<file path="config.mk">
export PLATFORM = sky130hd
export DESIGN_NAME = lsu_ram_master_flat
export DESIGN_NICKNAME = d
export VERILOG_FILES = /design/src/rtl/lsu_ram_master_if.sv /design/src/rtl/lsu_ram_master.sv /design/src/flat_wrapper.sv
export SDC_FILE = /design/constraint.sdc
export NUM_CORES = 1
export LEC_CHECK = 0
export BUFFER_PORTS_ARGS = -buffer_cell sky130_fd_sc_hd__buf_2
export CORE_ASPECT_RATIO = 0.75
export CORE_MARGIN = 2
export CORE_UTILIZATION = 53
export CTS_BUF_LIST = sky130_fd_sc_hd__clkbuf_4
export DETAILED_ROUTE_END_ITERATION = 8
export GPL_TIMING_DRIVEN = 0
export PLACE_DENSITY = 0.85
export REMOVE_ABC_BUFFERS = 1
export SLEW_MARGIN = 20
export SYNTH_ARGS = -nofsm -noshare
export SYNTH_HDL_FRONTEND = slang
export SYNTH_SLANG_ARGS = --single-unit
</file>
<file path="constraint.sdc">
create_clock -name clk -period 3.3 [get_ports clk]
set_clock_uncertainty 0.05 [all_clocks]
set_input_delay 0.66 -clock clk [delete_from_list [all_inputs] [get_ports clk]]
set_output_delay 0.66 -clock clk [all_outputs]
set_load 0.02 [all_outputs]
</file>
<file path="src/rtl/lsu_ram_master_if.sv">
// Request, response and SRAM signal group of the load/store RAM initiator.
interface lsu_ram_master_if #(
    parameter int AW = 32,
    parameter int DW = 32,
    parameter int MW = 4
);
    logic          req_valid;
    logic          req_ready;
    logic          req_we;
    logic [1:0]    req_size;
    logic          req_unsigned;
    logic [AW-1:0] req_addr;
    logic [DW-1:0] req_wdata;

    logic          rsp_valid;
    logic          rsp_ready;
    logic [DW-1:0] rsp_rdata;
    logic          rsp_err;

    logic          ram_cs;
    logic          ram_we;
    logic [MW-1:0] ram_wem;
    logic [AW-1:0] ram_addr;
    logic [DW-1:0] ram_din;
    logic [DW-1:0] ram_dout;

    // Initiator side: the lsu_ram_master block itself.
    modport master (
        input  req_valid, req_we, req_size, req_unsigned, req_addr, req_wdata,
        output req_ready,
        output rsp_valid, rsp_rdata, rsp_err,
        input  rsp_ready,
        output ram_cs, ram_we, ram_wem, ram_addr, ram_din,
        input  ram_dout
    );

    // Surroundings: LSU stage plus the SRAM.
    modport slave (
        output req_valid, req_we, req_size, req_unsigned, req_addr, req_wdata,
        input  req_ready,
        input  rsp_valid, rsp_rdata, rsp_err,
        output rsp_ready,
        input  ram_cs, ram_we, ram_wem, ram_addr, ram_din,
        output ram_dout
    );
endinterface

</file>
<file path="src/rtl/lsu_ram_master.sv">
// Single-outstanding load/store initiator for the single-port data SRAM.
// Misaligned/illegal requests are answered with an error and never reach the RAM.
module lsu_ram_master #(
    parameter int AW = 32,
    parameter int DW = 32,
    parameter int MW = 4
) (
    input  logic            clk,
    input  logic            rst,
    lsu_ram_master_if.master bus
);
    typedef enum logic [1:0] {IDLE, ACC, RDAT, RESP} state_t;

    state_t        state, state_nxt;
    logic          r_we, r_uns;
    logic [1:0]    r_size;
    logic [AW-1:0] r_addr;
    logic [DW-1:0] r_wdata;
    logic [DW-1:0] r_rdata;
    logic          r_err;
    logic          accept;
    logic          mis;
    logic [DW-1:0] lane;
    logic [DW-1:0] ext;

    assign accept        = bus.req_valid && bus.req_ready;
    assign mis           = (bus.req_size == 2'd3)
                        || (bus.req_size == 2'd1 && bus.req_addr[0])
                        || (bus.req_size == 2'd2 && bus.req_addr[1:0] != 2'b00);
    assign bus.rsp_rdata = r_rdata;
    assign bus.rsp_err   = r_err;

    // Next-state and handshake outputs.
    always_comb begin
        state_nxt     = state;
        bus.req_ready = 1'b0;
        bus.rsp_valid = 1'b0;
        case (state)
            IDLE: begin
                bus.req_ready = !rst;
                if (bus.req_valid && !rst) begin
                    state_nxt = mis ? RESP : ACC;
                end
            end
            ACC:  state_nxt = r_we ? RESP : RDAT;
            RDAT: state_nxt = RESP;
            RESP: begin
                bus.rsp_valid = !rst;
                if (bus.rsp_ready) begin
                    state_nxt = IDLE;
                end
            end
            default: state_nxt = IDLE;
        endcase
    end

    // State register, request capture and response registers.
    always_ff @(posedge clk) begin
        if (rst) begin
            state   <= IDLE;
            r_we    <= 1'b0;
            r_uns   <= 1'b0;
            r_size  <= 2'd0;
            r_addr  <= '0;
            r_wdata <= '0;
            r_rdata <= '0;
            r_err   <= 1'b0;
        end else begin
            state <= state_nxt;
            if (accept) begin
                r_we    <= bus.req_we;
                r_uns   <= bus.req_unsigned;
                r_size  <= bus.req_size;
                r_addr  <= bus.req_addr;
                r_wdata <= bus.req_wdata;
                r_err   <= mis;
                r_rdata <= '0;
            end else if (state == RDAT) begin
                r_rdata <= ext;
            end
        end
    end

    // Lane select and sign/zero extension of the read word.
    always_comb begin
        lane = bus.ram_dout >> {r_addr[1:0], 3'b000};
        case (r_size)
            2'd0:    ext = r_uns ? {{(DW-8){1'b0}}, lane[7:0]}
                                 : {{(DW-8){lane[7]}}, lane[7:0]};
            2'd1:    ext = r_uns ? {{(DW-16){1'b0}}, lane[15:0]}
                                 : {{(DW-16){lane[15]}}, lane[15:0]};
            default: ext = bus.ram_dout;
        endcase
    end

    // RAM strobes decoded from state; gated by rst so a reset during ACC writes nothing.
    always_comb begin
        bus.ram_cs   = 1'b0;
        bus.ram_we   = 1'b0;
        bus.ram_wem  = '0;
        bus.ram_addr = '0;
        bus.ram_din  = '0;
        if (state == ACC && !rst) begin
            bus.ram_cs   = 1'b1;
            bus.ram_addr = {r_addr[AW-1:2], 2'b00};
            if (r_we) begin
                bus.ram_we = 1'b1;
                case (r_size)
                    2'd0: begin
                        bus.ram_wem = MW'(1) << r_addr[1:0];
                        bus.ram_din = {(DW/8){r_wdata[7:0]}};
                    end
                    2'd1: begin
                        bus.ram_wem = MW'(3) << r_addr[1:0];
                        bus.ram_din = {(DW/16){r_wdata[15:0]}};
                    end
                    default: begin
                        bus.ram_wem = '1;
                        bus.ram_din = r_wdata;
                    end
                endcase
            end
        end
    end
endmodule

</file>
<file path="src/flat_wrapper.sv">
// flat-port wrapper written by rule: the top's interface ports become plain ports
module lsu_ram_master_flat 
#(
    parameter int AW = 32,
    parameter int DW = 32,
    parameter int MW = 4
)
  (clk, rst, bus_req_valid, bus_req_we, bus_req_size, bus_req_unsigned, bus_req_addr, bus_req_wdata, bus_req_ready, bus_rsp_valid, bus_rsp_rdata, bus_rsp_err, bus_rsp_ready, bus_ram_cs, bus_ram_we, bus_ram_wem, bus_ram_addr, bus_ram_din, bus_ram_dout);
  lsu_ram_master_if #(.AW(AW), .DW(DW), .MW(MW)) bus_i ();
  input  logic clk;
  input  logic rst;
  input wire logic [$bits(bus_i.req_valid)-1:0] bus_req_valid;
  input wire logic [$bits(bus_i.req_we)-1:0] bus_req_we;
  input wire logic [$bits(bus_i.req_size)-1:0] bus_req_size;
  input wire logic [$bits(bus_i.req_unsigned)-1:0] bus_req_unsigned;
  input wire logic [$bits(bus_i.req_addr)-1:0] bus_req_addr;
  input wire logic [$bits(bus_i.req_wdata)-1:0] bus_req_wdata;
  output wire logic [$bits(bus_i.req_ready)-1:0] bus_req_ready;
  output wire logic [$bits(bus_i.rsp_valid)-1:0] bus_rsp_valid;
  output wire logic [$bits(bus_i.rsp_rdata)-1:0] bus_rsp_rdata;
  output wire logic [$bits(bus_i.rsp_err)-1:0] bus_rsp_err;
  input wire logic [$bits(bus_i.rsp_ready)-1:0] bus_rsp_ready;
  output wire logic [$bits(bus_i.ram_cs)-1:0] bus_ram_cs;
  output wire logic [$bits(bus_i.ram_we)-1:0] bus_ram_we;
  output wire logic [$bits(bus_i.ram_wem)-1:0] bus_ram_wem;
  output wire logic [$bits(bus_i.ram_addr)-1:0] bus_ram_addr;
  output wire logic [$bits(bus_i.ram_din)-1:0] bus_ram_din;
  input wire logic [$bits(bus_i.ram_dout)-1:0] bus_ram_dout;
  assign bus_i.req_valid = bus_req_valid;
  assign bus_i.req_we = bus_req_we;
  assign bus_i.req_size = bus_req_size;
  assign bus_i.req_unsigned = bus_req_unsigned;
  assign bus_i.req_addr = bus_req_addr;
  assign bus_i.req_wdata = bus_req_wdata;
  assign bus_req_ready = bus_i.req_ready;
  assign bus_rsp_valid = bus_i.rsp_valid;
  assign bus_rsp_rdata = bus_i.rsp_rdata;
  assign bus_rsp_err = bus_i.rsp_err;
  assign bus_i.rsp_ready = bus_rsp_ready;
  assign bus_ram_cs = bus_i.ram_cs;
  assign bus_ram_we = bus_i.ram_we;
  assign bus_ram_wem = bus_i.ram_wem;
  assign bus_ram_addr = bus_i.ram_addr;
  assign bus_ram_din = bus_i.ram_din;
  assign bus_i.ram_dout = bus_ram_dout;
  lsu_ram_master #(.AW(AW), .DW(DW), .MW(MW)) u_core (.clk(clk), .rst(rst), .bus(bus_i));
endmodule
</file>
# Yosys cells after proc, flatten, opt, wreduce, memory -nomap -nowiden
# Index checks and enable logic that the tools add are counted.
[totals] word_cells=53 output_inout_bits=105 regBits=103 inputBits=104
[classes] eq_ne=9 n_reduce_logical=13 muxes=20 n_shift=3
[ops] op="$mux 32" n=5
[ops] op="$pmux 32 s2" n=2
[ops] op="$shr 32x5->16" n=1
[ops] op="$eq 2x2->1 const B" n=4
[ops] op="$mux 4" n=2
[ops] op="$pmux 2 s4" n=1
[ops] op="$pmux 4 s2" n=1
[ops] op="$eq 2x1->1 const B" n=3
[ops] op="$mux 1" n=6
[ops] op="$mux 2" n=3
[ops] op="$logic_and 1x1->1" n=5
[ops] op="$logic_not 2->1" n=2
[ops] op="$shl 1x2->4 const A" n=1
[ops] op="$shl 2x2->4 const A" n=1
[ops] op="$logic_or 1x1->1" n=2
[ops] op="$ne 2x1->1 const B" n=1
[ops] op="$ne 2x2->1 const B" n=1
[ops] op="$reduce_and 2->1" n=1
[ops] op="$reduce_bool 2->1" n=1
[ops] op="$reduce_or 2->1" n=1
[ops] op="$logic_not 1->1" n=1

# Depth between registers and ports, before layout
[depth] word_depth=7 depth_mapped=8 ltp_nobuf=6

# Worst setup path after synthesis
# Ideal clock, no wire load.
[synth_timing] path_kind="input port to output port" startpoint="input rst" endpoint="output bus_ram_din[22]" path_buffers=3 cell_stages=6 setup_slack_ps=838 arrival_time_ps=1752 t_required_ps=2590 path_cell_list="buf_2 -> nor2b_1 -> nand2_1 -> buf_2 -> buf_1 -> nor2_1"
[synth_via] elab_chain_cells=3
[synth_rtl] item="start, declared" line_no="flat_wrapper.sv:11" source="input logic rst;"
[synth_rtl] item="$logic_not 1->1" line_no="lsu_ram_master.sv:103" source="if (state == ACC && !rst) begin"
[synth_rtl] item="$logic_and 1x1->1" line_no="lsu_ram_master.sv:103"
[synth_rtl] item="$mux 32" line_no="lsu_ram_master.sv:103"
[synth_rtl] item="end, declared" line_no="flat_wrapper.sv:27" source="output wire logic [$bits(bus_i.ram_din)-1:0] bus_ram_din;"
# No other way between the ends.

# Worst setup path in the final report
[layout_timing] startpoint="register u_core.r_size[0]" endpoint="output bus_ram_din[10]"
[layout_via] elab_chain_cells=4 word_cells_on_any_way=5 classes_between="eq/ne: 1; mux: 3; reduce/logical: 1"
[layout_rtl] item="start, declared" line_no="lsu_ram_master.sv:16" source="logic [1:0] r_size;"
[layout_rtl] item="start signal, assigned" line_no="lsu_ram_master.sv:73" source="r_size <= bus.req_size;"
[layout_rtl] item="$eq 2x1->1 or $logic_not 2->1 (tied branches)" line_no="lsu_ram_master.sv:108" source="case (r_size)"
[layout_rtl] item="$pmux 32 s2 (*)" line_no="lsu_ram_master.sv:108"
[layout_rtl] item="$mux 32 (*)" line_no="lsu_ram_master.sv:106" source="if (r_we) begin"
[layout_rtl] item="$mux 32 (*)" line_no="lsu_ram_master.sv:103"
# Every way passes the cells marked *; elsewhere a longest branch is shown, timed or not.

==> summary.md <==
| Metric | Value |
|---|---|
| Worst r2r src | `u_core.r_addr[1]` |
| Vias in the first global route | `4465` |
| GR Util All Layers | `28.6%` |
| Drt initial violations | `507` |
| Top-Level Pins | `209` |
| Lkg Pwr | `2.77 nW` |
| Die Ht | `86.2 um` |
| Worst path cell trace | `or2_2, nand2_1, a21oi_1, buf_2` |
| CTS tree | `done` |
| CP Capture Type | `output pin` |
| Largest area contributor in the netlist | `dfxtp_1` |
| Max Root-Sink Buffers | `2` |
| Crit path time final | `3.05 ns` |
| Share of the synthesized area in the top cell type | `43.2%` |
| DR WL met2 | `6.82 mm` |
| Wl on met1 | `6.11 mm` |
| DIE WIDTH | `114 um` |
| N_diodes | `0` |
| Met3 wire len | `924 um` |
| Crit path max fanout | `21` |
| Worst min-delay path class | `in -> reg` |
| Global route total overflow | `0` |
| Post-Syn Area | `4780 um^2` |
| Post-synthesis sequential area ratio | `43.2%` |
| Peak supply drop | `0.298 mV` |
| Hold_buf cts | `0` |
| Post-synthesis compound-gate area fraction | `28.4%` |
| Endpoints failing setup | `0` |
| Final hold vios | `0` |
| First drt pass iteration count | `5` |
| Fraction of layout cells with a size suffix above 1 | `33.2%` |
| H-tree levels | `3` |
| CP max-delay cell | `dfxtp_1` |
| Top Family by Delay on Critical Path | `flip-flops` |
| Startpoint types | `register` |
| Final Cycle Share | `92.5%` |
| First-pass GRT wire length | `22.5 mm` |
| Largest net degree at the start of global routing | `71` |
| CP Class | `reg -> out` |
| Inst Count DP | `803` |
| Clock Root Buffer | `clkbuf_4` |
| Post-DP Area | `5830 um^2` |
| Worst Path Arrival | `2.34 ns` |
| Layout area overhead | `25.1%` |
| Die area | `9800 um^2` |
| Top routing layer used | `met4` |
| Synthesized area per cell | `8.93 um^2` |
| Yosys Warn Count | `0` |
| DP HPWL | `10.0 mm` |
| Via count | `4749` |
| Total Wirelength | `14.1 mm` |
| Crit-path max cell delay | `1.01 ns` |
| DRC violation count after routing | `0` |
| Fin. max-slew vios | `0` |
| FF+latch count, synth | `103` |
| Area contributors post-synth | `dfxtp_1 (43%), a22o_1 (12%), mux2i_1 (4.4%)` |
| Latest clock arrival within the worst-skew pair | `0.46 ns` |
| DRT antenna net count | `0` |
| Avg WL per Cell | `17.2 um` |
| Hold_sp | `bus_req_unsigned` |
| TritonCTS Buffers | `9` |
| Final Power | `0.00385 W` |
| Total of max-cap violations | `0` |
| Clk sinks | `103` |
| Initial antenna violation count | `0` |
| Status | `complete, no violations` |
| PD cells | `644 nW/um^2` |
| Finished Layout Cells | `819` |
| Distinct cell type count after synthesis | `44` |
| NumNets Final | `815` |
| Finished Cell Area | `5980 um^2` |
| Worst Path Buf+Inv | `1` |
| Cells after synthesis | `535` |
| Max Freq | `0.328 GHz` |
| Via-to-Cell Ratio | `5.80` |
| Total Neg Setup Slack | `0 ns` |
| Port Buffers | `206` |
| Core area | `8600 um^2` |
| Post-Synth Simple-Gate Area | `16.2%` |
| Initial Utilization | `55.6%` |
| RSZ-0062 raised after global routing | `no` |
| Worst EP required | `2.59 ns` |
| Fillers | `713` |
| Site Rows | `29` |
| Routability congestion estimate | `0.886` |
| Main combinational cell family by area after synthesis | `compound AO/OA/AOI/OAI gates` |
| Multiplexer share of the synthesized area | `4.95%` |
| Clk slew on worst S/H paths | `0.16 ns` |
| Rel. slew slack | `31.3%` |
| Synth Area in Adders | `1.31%` |
| Xor/xnor share of the synthesized area | `0%` |
| CP startpoint | `u_core.r_size[0]` |
| Tightest Pin Transition | `1.03 ns` |
## worst register-to-register path, cell delays in order (launching register included)
cell and delay, ns:
dfxtp_1 1.03, mux2i_1 0.28, o211ai_1 0.26, nand4_2 0.44
a31oi_1 0.34
## stage by stage
step | util [%] | hold WS [ns] | worst slack, ns
2_1_floorplan | - | 0.384 | -0.561
3_3_place_gp | 66.3 | 0.397 | -1.63
3_5_place_dp | 67.8 | 0.398 | -0.163
4_1_cts | 69.5 | 0.305 | 0.0580
5_1_grt | 69.5 | 0.307 | 0.0906
6_report | 69.5 | 0.331 | 0.248
## sequential cells by signal (all words and copies together) (netlist names)
signal and count:
u_core.bus.rsp_err 1, u_core.bus.rsp_rdata 32, u_core.r_addr 32, u_core.r_size 2
u_core.r_uns 1, u_core.r_wdata 32, u_core.r_we 1, u_core.state 2
## Yosys cell counts, drive strengths merged
| library cell | count |
|---|---|
| a32oi | 4 |
| a21o | 3 |
| a2bb2oi | 3 |
| o21ai | 30 |
| or2 | 1 |
| nand4 | 1 |
| o2111ai | 1 |
| nand3b | 7 |
| o221ai | 8 |
| o22ai | 2 |
| clkbuf | 24 |
| and3 | 8 |
| nand2b | 16 |
| a21oi | 34 |
| a22oi | 1 |
| and2 | 31 |
| ha | 5 |
| a31oi | 23 |
| buf | 28 |
| nor2b | 6 |
| inv | 9 |
| conb | 1 |
| a22o | 66 |
| nand3 | 1 |
| o211a | 1 |
| a211oi | 1 |
| dfxtp | 103 |
| a221oi | 6 |
| clkinv | 1 |
| mux4 | 1 |
| mux2i | 21 |
| o211ai | 4 |
| a311oi | 1 |
| and3b | 1 |
| nor2 | 34 |
| o311ai | 2 |
| nor3b | 1 |
| nand2 | 45 |
## area by class of cell
cell class              count  area (um^2)  area share [%]
clock inverters             7         70.1            1.17
clock buffers               9         67.6            1.13
inverters                  10         37.5           0.628
flip-flops and latches    103         2070            34.6
repair buffers            211         1140            19.1
well taps                 108          135            2.26
multi-input cells         371         2460            41.2
## where the power goes
group | switching [W] | internal, W | total (W)
Sequential | 0.000277 | 0.00152 | 0.00180
Clock | 0.000434 | 0.000233 | 0.000667
Combinational | 0.000811 | 0.000569 | 0.00138
Total | 0.00152 | 0.00233 | 0.00385
## metal layers
layer | track usage, % | vias to the layer above
met1 | 37.6 | 2255
met4 | 9.31 | 0
met5 | 0 | -
met2 | 46.9 | 176
li1 | - | 2293
met3 | 6.78 | 25
## cells by family (layout without fill, tap and decap cells)
family                   count (synthesis)  count (layout)
AO/OA/AOI/OAI                          190             190
AND/OR/NAND/NOR                        152             152
flip-flops                             103             103
buffers and inverters                   62             237
multiplexers                            22              22
adder cells (fa/ha/maj)                  5               5
other                                    1               2
## cell usage in the layout, fill, tap and decap left out, types with 2 or more instances in the layout
master     synthesis  final
buf_2             17    206
dfxtp_1          103    102
a22o_1            66     66
nand2_1           45     44
nor2_1            33     33
a21oi_1           33     33
and2_1            31     30
o21ai_0           29     29
a31oi_1           23     23
mux2i_1           21     21
nand2b_1          16     16
inv_1              9      9
clkbuf_4           0      9
and3_1             8      8
o221ai_1           8      8
nand3b_1           7      7
a221oi_1           6      6
nor2b_1            6      5
o211ai_1           4      4
a32oi_1            4      4
ha_1               5      4
a21o_1             3      3
a2bb2oi_1          3      3
clkinv_2           0      3
buf_16             0      3
o311ai_0           2      2
o22ai_1            2      2
conb_1             1      2
inv_6              0      2
## worst paths after layout
kind | end | slack (ns) | cells after the start
worst max-delay path | bus_ram_din[10] | 0.25 | 4
worst min-delay path | u_core.r_uns | 0.33 | 3
worst max register to register | u_core.bus.rsp_rdata[25] | 0.82 | 4
worst min register to register | u_core.bus.rsp_rdata[0] | 0.42 | 2
## what timing repair did
item / in CTS / in global routing
buffers inserted: 0 / 0
resized for setup: 2 / 1
setup endpoints to repair: 29 / 11
Note: power is estimated with default switching activity, not from simulation.
